### config.mk
export PLATFORM = sky130hd
export DESIGN_NAME = mod_arith_seq
export DESIGN_NICKNAME = d
export VERILOG_FILES = /design/src/rtl/mod_arith_pkg.sv /design/src/rtl/mod_arith_seq.sv
export SDC_FILE = /design/constraint.sdc
export NUM_CORES = 1
export LEC_CHECK = 0
export ABC_CLOCK_PERIOD_IN_PS = 2000
export BUFFER_PORTS_ARGS = -buffer_cell sky130_fd_sc_hd__buf_2
export CORE_ASPECT_RATIO = 1.1
export CORE_MARGIN = 2
export CORE_UTILIZATION = 54
export DETAILED_ROUTE_END_ITERATION = 7
export PLACE_DENSITY = 0.9
export SYNTH_ARGS = -nofsm -noshare
export SYNTH_HDL_FRONTEND = slang
export SYNTH_SLANG_ARGS = --single-unit
export TNS_END_PERCENT = 50
### constraint.sdc
create_clock -name clk -period 2 [get_ports clk]
set_input_delay 0.4 -clock clk [delete_from_list [all_inputs] [get_ports clk]]
set_output_delay 0.4 -clock clk [all_outputs]
set_load 0.01 [all_outputs]
### src/rtl/mod_arith_pkg.sv
// Shared encodings for the modular-arithmetic sequencer and its instruction decoder:
// opcodes, error codes, FSM state encoding and small counter helpers.
package mod_arith_pkg;

  localparam int ITER_W = 10;

  typedef enum logic [2:0] {
    ST_IDLE = 3'd0,
    ST_INIT = 3'd1,
    ST_RUN  = 3'd2,
    ST_CLR  = 3'd3,
    ST_DONE = 3'd4
  } state_t;

  typedef logic [1:0] inst_op_t;
  localparam inst_op_t INST_MUL_INIT = 2'b00;
  localparam inst_op_t INST_DIV_INIT = 2'b01;
  localparam inst_op_t INST_NEXT     = 2'b10;
  localparam inst_op_t INST_CLEAR    = 2'b11;

  typedef logic [1:0] err_t;
  localparam err_t ERR_OK      = 2'b00;
  localparam err_t ERR_TIMEOUT = 2'b01;
  localparam err_t ERR_ABORT   = 2'b10;

  // Iteration count sticks at all-ones rather than wrapping.
  function automatic logic [ITER_W-1:0] sat_inc(input logic [ITER_W-1:0] v);
    return (&v) ? v : v + {{(ITER_W-1){1'b0}}, 1'b1};
  endfunction

  function automatic inst_op_t init_op(input logic div_mode);
    return div_mode ? INST_DIV_INIT : INST_MUL_INIT;
  endfunction

endpackage

### src/rtl/mod_arith_seq.sv
// Sequencer for one modular multiply/divide: issues INIT, a stream of NEXT steps,
// then CLEAR, with timeout and abort handling and a one-cycle done pulse.
module mod_arith_seq #(
  parameter logic [9:0] MAX_ITER = 10'd300
) (
  input  logic       clk,
  input  logic       rst_n,
  input  logic       start,
  input  logic       mode,
  input  logic       abort,
  input  logic       dp_stall,
  input  logic       inst_last,
  output logic [1:0] inst_op,
  output logic       inst_en,
  output logic       busy,
  output logic       done,
  output logic [1:0] err,
  output logic [9:0] iter_cnt
);
  import mod_arith_pkg::*;

  state_t            state_q, state_d;
  logic              mode_q, mode_d;
  logic [ITER_W-1:0] iter_cnt_q, iter_cnt_d;
  err_t              err_q, err_d;

  // Instruction decode; an abort cycle never issues an instruction.
  always_comb begin
    inst_op = INST_CLEAR;
    inst_en = 1'b0;
    case (state_q)
      ST_INIT: begin
        inst_op = init_op(mode_q);
        inst_en = !dp_stall && !abort;
      end
      ST_RUN: begin
        inst_op = INST_NEXT;
        inst_en = !dp_stall && !abort;
      end
      ST_CLR: begin
        inst_op = INST_CLEAR;
        inst_en = 1'b1;
      end
      default: begin
        inst_op = INST_CLEAR;
        inst_en = 1'b0;
      end
    endcase
  end

  always_comb begin
    state_d    = state_q;
    mode_d     = mode_q;
    iter_cnt_d = iter_cnt_q;
    err_d      = err_q;
    case (state_q)
      ST_IDLE: begin
        if (start) begin
          mode_d     = mode;
          iter_cnt_d = '0;
          err_d      = ERR_OK;
          state_d    = ST_INIT;
        end
      end
      ST_INIT: begin
        if (abort) begin
          err_d   = ERR_ABORT;
          state_d = ST_CLR;
        end else if (!dp_stall) begin
          state_d = ST_RUN;
        end
      end
      ST_RUN: begin
        if (abort) begin
          err_d   = ERR_ABORT;
          state_d = ST_CLR;
        end else if (!dp_stall) begin
          iter_cnt_d = sat_inc(iter_cnt_q);
          // A final step wins over the timeout when both land on the same NEXT.
          if (inst_last) begin
            state_d = ST_CLR;
          end else if (iter_cnt_d == MAX_ITER) begin
            err_d   = ERR_TIMEOUT;
            state_d = ST_CLR;
          end
        end
      end
      ST_CLR:  state_d = ST_DONE;
      ST_DONE: state_d = ST_IDLE;
      default: state_d = ST_IDLE;
    endcase
  end

  always_ff @(posedge clk or negedge rst_n) begin
    if (!rst_n) begin
      state_q    <= ST_IDLE;
      mode_q     <= 1'b0;
      iter_cnt_q <= '0;
      err_q      <= ERR_OK;
    end else begin
      state_q    <= state_d;
      mode_q     <= mode_d;
      iter_cnt_q <= iter_cnt_d;
      err_q      <= err_d;
    end
  end

  assign busy     = (state_q != ST_IDLE);
  assign done     = (state_q == ST_DONE);
  assign err      = err_q;
  assign iter_cnt = iter_cnt_q;

endmodule

==> results.cfg <==
[sta]
period_minus_slack_ps = 1875
ratio_of_final_minimum_period_to_clock_period = 0.9374
final_hold_vio_count = 0
maximum_clock_frequency_mhz = 533.4
slew_headroom = 0.5276
grt_setup_unrepaired = no
finalSetupViolCount = 0
finalMaxSlewViolations = 0
tns_ps = 0
worst_clock_skew_ps = 12.18
worst-slew-pin-transition_ps = 703.9
setup_ws_ps = 125.2
worst_hold_slack_ps = 5.275

[worst_setup_path]
critical_path_cell_count = 3
startpoint_class_of_the_critical_path = flip-flop
critPathSlowestCell = sky130_fd_sc_hd__or3b_2
setup.worst_path.end_class = output port
cp_bufs_invs = 1
reg2regPathDepth = 6
timing.critical_path.required_ps = 1600
path_class = flip-flop to output port
cpLargestDelayFamily = simple AND/OR/NAND/NOR gates
critical_path.cell_chain = or3b_2 -> a21o_1 -> buf_2
worst_ep_arrival_time_ps = 1470
cp_slowest_stage_delay_ps = 470
critical_path_peak_fanout = 2

[cts]
cts_tree = built
ctsRootBufferMaster = sky130_fd_sc_hd__clkbuf_4
cts_max_path_buffers = 2
htree_num_levels = 1
insertion_delay_ps = 290
cts_buffers = 3
clock_sink_count = 16
cts.reportedPaths.clkPinSlew_ps = 100

[place]
numPlacedInstances = 180
hpwl_detailed_mm = 2.008
dp_worst_setup_slack_ps = 229.4
dpl-instance-area_sq_mm = 0.001272
finalWeightedCongestion = 0.8595
port_buffers = 23

[status]
run_status = finished clean

[synthesis]
synthXorXnorAreaFrac = 0.007415
syn_nets = 144
post_synth_inst_count = 136
synthAdderAreaFrac = 0.01059
synth_compound_area_frac = 0.2256
synth_enable_flop_cells = 0
netlist_top_cells_area = sky130_fd_sc_hd__dfrtp_1 (34%), sky130_fd_sc_hd__o21ai_0 (4.7%), sky130_fd_sc_hd__nor2_1 (4.1%)
synthesis.area_sq_mm = 0.001181
synthMuxAreaShare = 0.01907
yosys.cell_types.count = 46
yosysSeqAreaShare = 0.3390
synth_area_per_cell_sq_um = 8.685
ys.flop_type = sky130_fd_sc_hd__dfrtp_1
ys.warnings.count = 0
asyncSetResetFlopFracSynth = 1.000
leading_area_contributor_after_synthesis = sky130_fd_sc_hd__dfrtp_1
synth_simple_gate_area_share = 0.3263
synth_top_family_by_area = simple AND/OR/NAND/NOR gates
ys_seq_elements = 16
yosys.area.top_type_share = 0.3390

[route]
detailroute.via_count = 1174
detail_route.vias_per_cell = 6.278
drc_violation_count_after_routing = 0
detail_route.wl_per_cell_um = 15.10
antenna_left = 0
routed_wirelength_mm = 2.824
detailedRoute.firstIterationViolations = 49
drt_pre_antenna_iters = 4

[pwr]
power_per_cell_area_mw_per_mm2 = 1023
max-vdd-ir-drop_mv = 0.6530
cellLeakagePower_nw = 0.6153

[flow_run]
maxCapViolations = 0

[die]
rows = 17
num_io_pins = 24
die_h_um = 53.05
die_span_in_x_um = 48.59
initial_utilization = 0.5784
die-area_sq_mm = 0.002578
placeableCoreArea_sq_mm = 0.002042

[grt]
grt_antenna_before_repair = 0
grt_pass1_vias = 1074
grt_max_degree = 17
overflow = 0
gr-usage-all-layers = 0.2335
grt_first_pass_wirelength_mm = 4.657

[layout]
final_design_area_no_fill_sq_mm = 0.001334
final_net_count = 168
diodes = 0
layout_overhead_on_the_synthesized_area_pct = 12.92
fill_cells = 167
final_cell_count_no_fill = 187
layout_cell_share_with_drive_strength_beyond_1 = 0.2956

[min_path]
hold_path.class = input pin to async pin
cell usage after synthesis (2+ instances only):
library cell               instances
sky130_fd_sc_hd__dfrtp_1          16
sky130_fd_sc_hd__nor2_1           13
sky130_fd_sc_hd__nand2_1          12
sky130_fd_sc_hd__o21ai_0          11
sky130_fd_sc_hd__a21oi_1           9
sky130_fd_sc_hd__a31oi_1           6
sky130_fd_sc_hd__nand2b_1          4
sky130_fd_sc_hd__nand3_1           4
sky130_fd_sc_hd__o22a_1            4
sky130_fd_sc_hd__and3_2            3
sky130_fd_sc_hd__buf_2             3
sky130_fd_sc_hd__buf_6             3
sky130_fd_sc_hd__inv_1             3
sky130_fd_sc_hd__nand3b_1          3
sky130_fd_sc_hd__nor3b_1           3
sky130_fd_sc_hd__o21ai_1           3
sky130_fd_sc_hd__and3_1            2
sky130_fd_sc_hd__mux2_2            2
sky130_fd_sc_hd__nand4_1           2
sky130_fd_sc_hd__nor2b_1           2
sky130_fd_sc_hd__o21bai_1          2
sky130_fd_sc_hd__or3_1             2
final cells by class:
| type | instances | area, sq um | share of cell area |
|---|---|---|---|
| clock buffers | 4 | 36.28 | 0.02720 |
| inverters | 3 | 11.26 | 0.008443 |
| repair buffers | 28 | 152.6 | 0.1144 |
| multi-input cells | 108 | 695.7 | 0.5216 |
| well taps | 28 | 35.03 | 0.02627 |
| flip-flops and latches | 16 | 402.9 | 0.3021 |
power by group:
group,leakage (nW),internal [mW],switching (mW)
Clock,0.0210,0.111,0.0967
Sequential,0.212,0.390,0.0880
Combinational,0.382,0.310,0.369
final timing paths:
path	endpoint	from	slack [ps]
max in group asynchronous	state_q[0]	rst_n	1700
max	inst_op[0]	state_q[1]	130
max reg2reg	state_q[0]	iter_cnt[0]	140
min	iter_cnt[1]	rst_n	5
min reg2reg	mode_q	mode_q	530
min in group clk	mode_q	mode	360
logic make-up (layout without fill, tap and decap cells):
family,count (synthesis),in the layout
AND/OR/NAND/NOR,63,63
flip-flops,16,16
multiplexers,2,2
AO/OA/AOI/OAI,41,41
buffers and inverters,12,35
adder cells (fa/ha/maj),1,1
XOR/XNOR,1,1
per-layer routing:
layer  global-route usage  vias up  share of wire
li1                     -      549              -
met1               0.2855      568           0.43
met2               0.4005       51           0.50
met3              0.03390        6          0.055
met4               0.1333        0          0.015
met5                    0        -              0
flip-flops by register name (all words and copies together), names as in the netlist:
signal    cells
state_q       3
err           2
mode_q        1
iter_cnt     10
worst register-to-register path, delay by kind of cell (launching register included):
kind	cells	cell delay, ps
adders and majority gates	1	370
muxes	1	270
DFF	1	460
AOI/OAI and AO/OA	4	630
timing repair:
item,in CTS,in global routing
hold buffers,0,0
endpoints found under the setup margin,1,1
setup buffers,1,2
hold endpoints to repair,0,0
gates resized for setup,2,0
cloned,0,0
cells in the final DEF, fill, tap and decap left out, types with 2 or more instances in the layout:
cell type and count:
sky130_fd_sc_hd__o21ai_0 11, sky130_fd_sc_hd__nand3_1 4, sky130_fd_sc_hd__or3_1 2, sky130_fd_sc_hd__a31oi_1 6, sky130_fd_sc_hd__and3_2 3, sky130_fd_sc_hd__buf_4 5, sky130_fd_sc_hd__clkbuf_4 3, sky130_fd_sc_hd__nand4_1 2
sky130_fd_sc_hd__a21oi_1 9, sky130_fd_sc_hd__nor2b_1 2, sky130_fd_sc_hd__and3_1 2, sky130_fd_sc_hd__nor2_1 13, sky130_fd_sc_hd__nor3b_1 3, sky130_fd_sc_hd__nand2_1 12, sky130_fd_sc_hd__inv_1 3, sky130_fd_sc_hd__dfrtp_1 14
sky130_fd_sc_hd__mux2_2 2, sky130_fd_sc_hd__o21ai_1 3, sky130_fd_sc_hd__nand3b_1 3, sky130_fd_sc_hd__o21bai_1 2, sky130_fd_sc_hd__dfrtp_2 2, sky130_fd_sc_hd__buf_2 23, sky130_fd_sc_hd__nand2b_1 4, sky130_fd_sc_hd__o22a_1 4
per-stage QoR:
| stage | power [mW] | utilization |
|---|---|---|
| floorplan | 0.9352 | - |
| global placement | 1.070 | 0.6232 |
| detailed placement | 1.103 | 0.6232 |
| CTS | 1.332 | 0.6458 |
| global route | 1.479 | 0.6532 |
| finish | 1.365 | 0.6532 |
No activity file was read; power rests on OpenSTA's default activity.
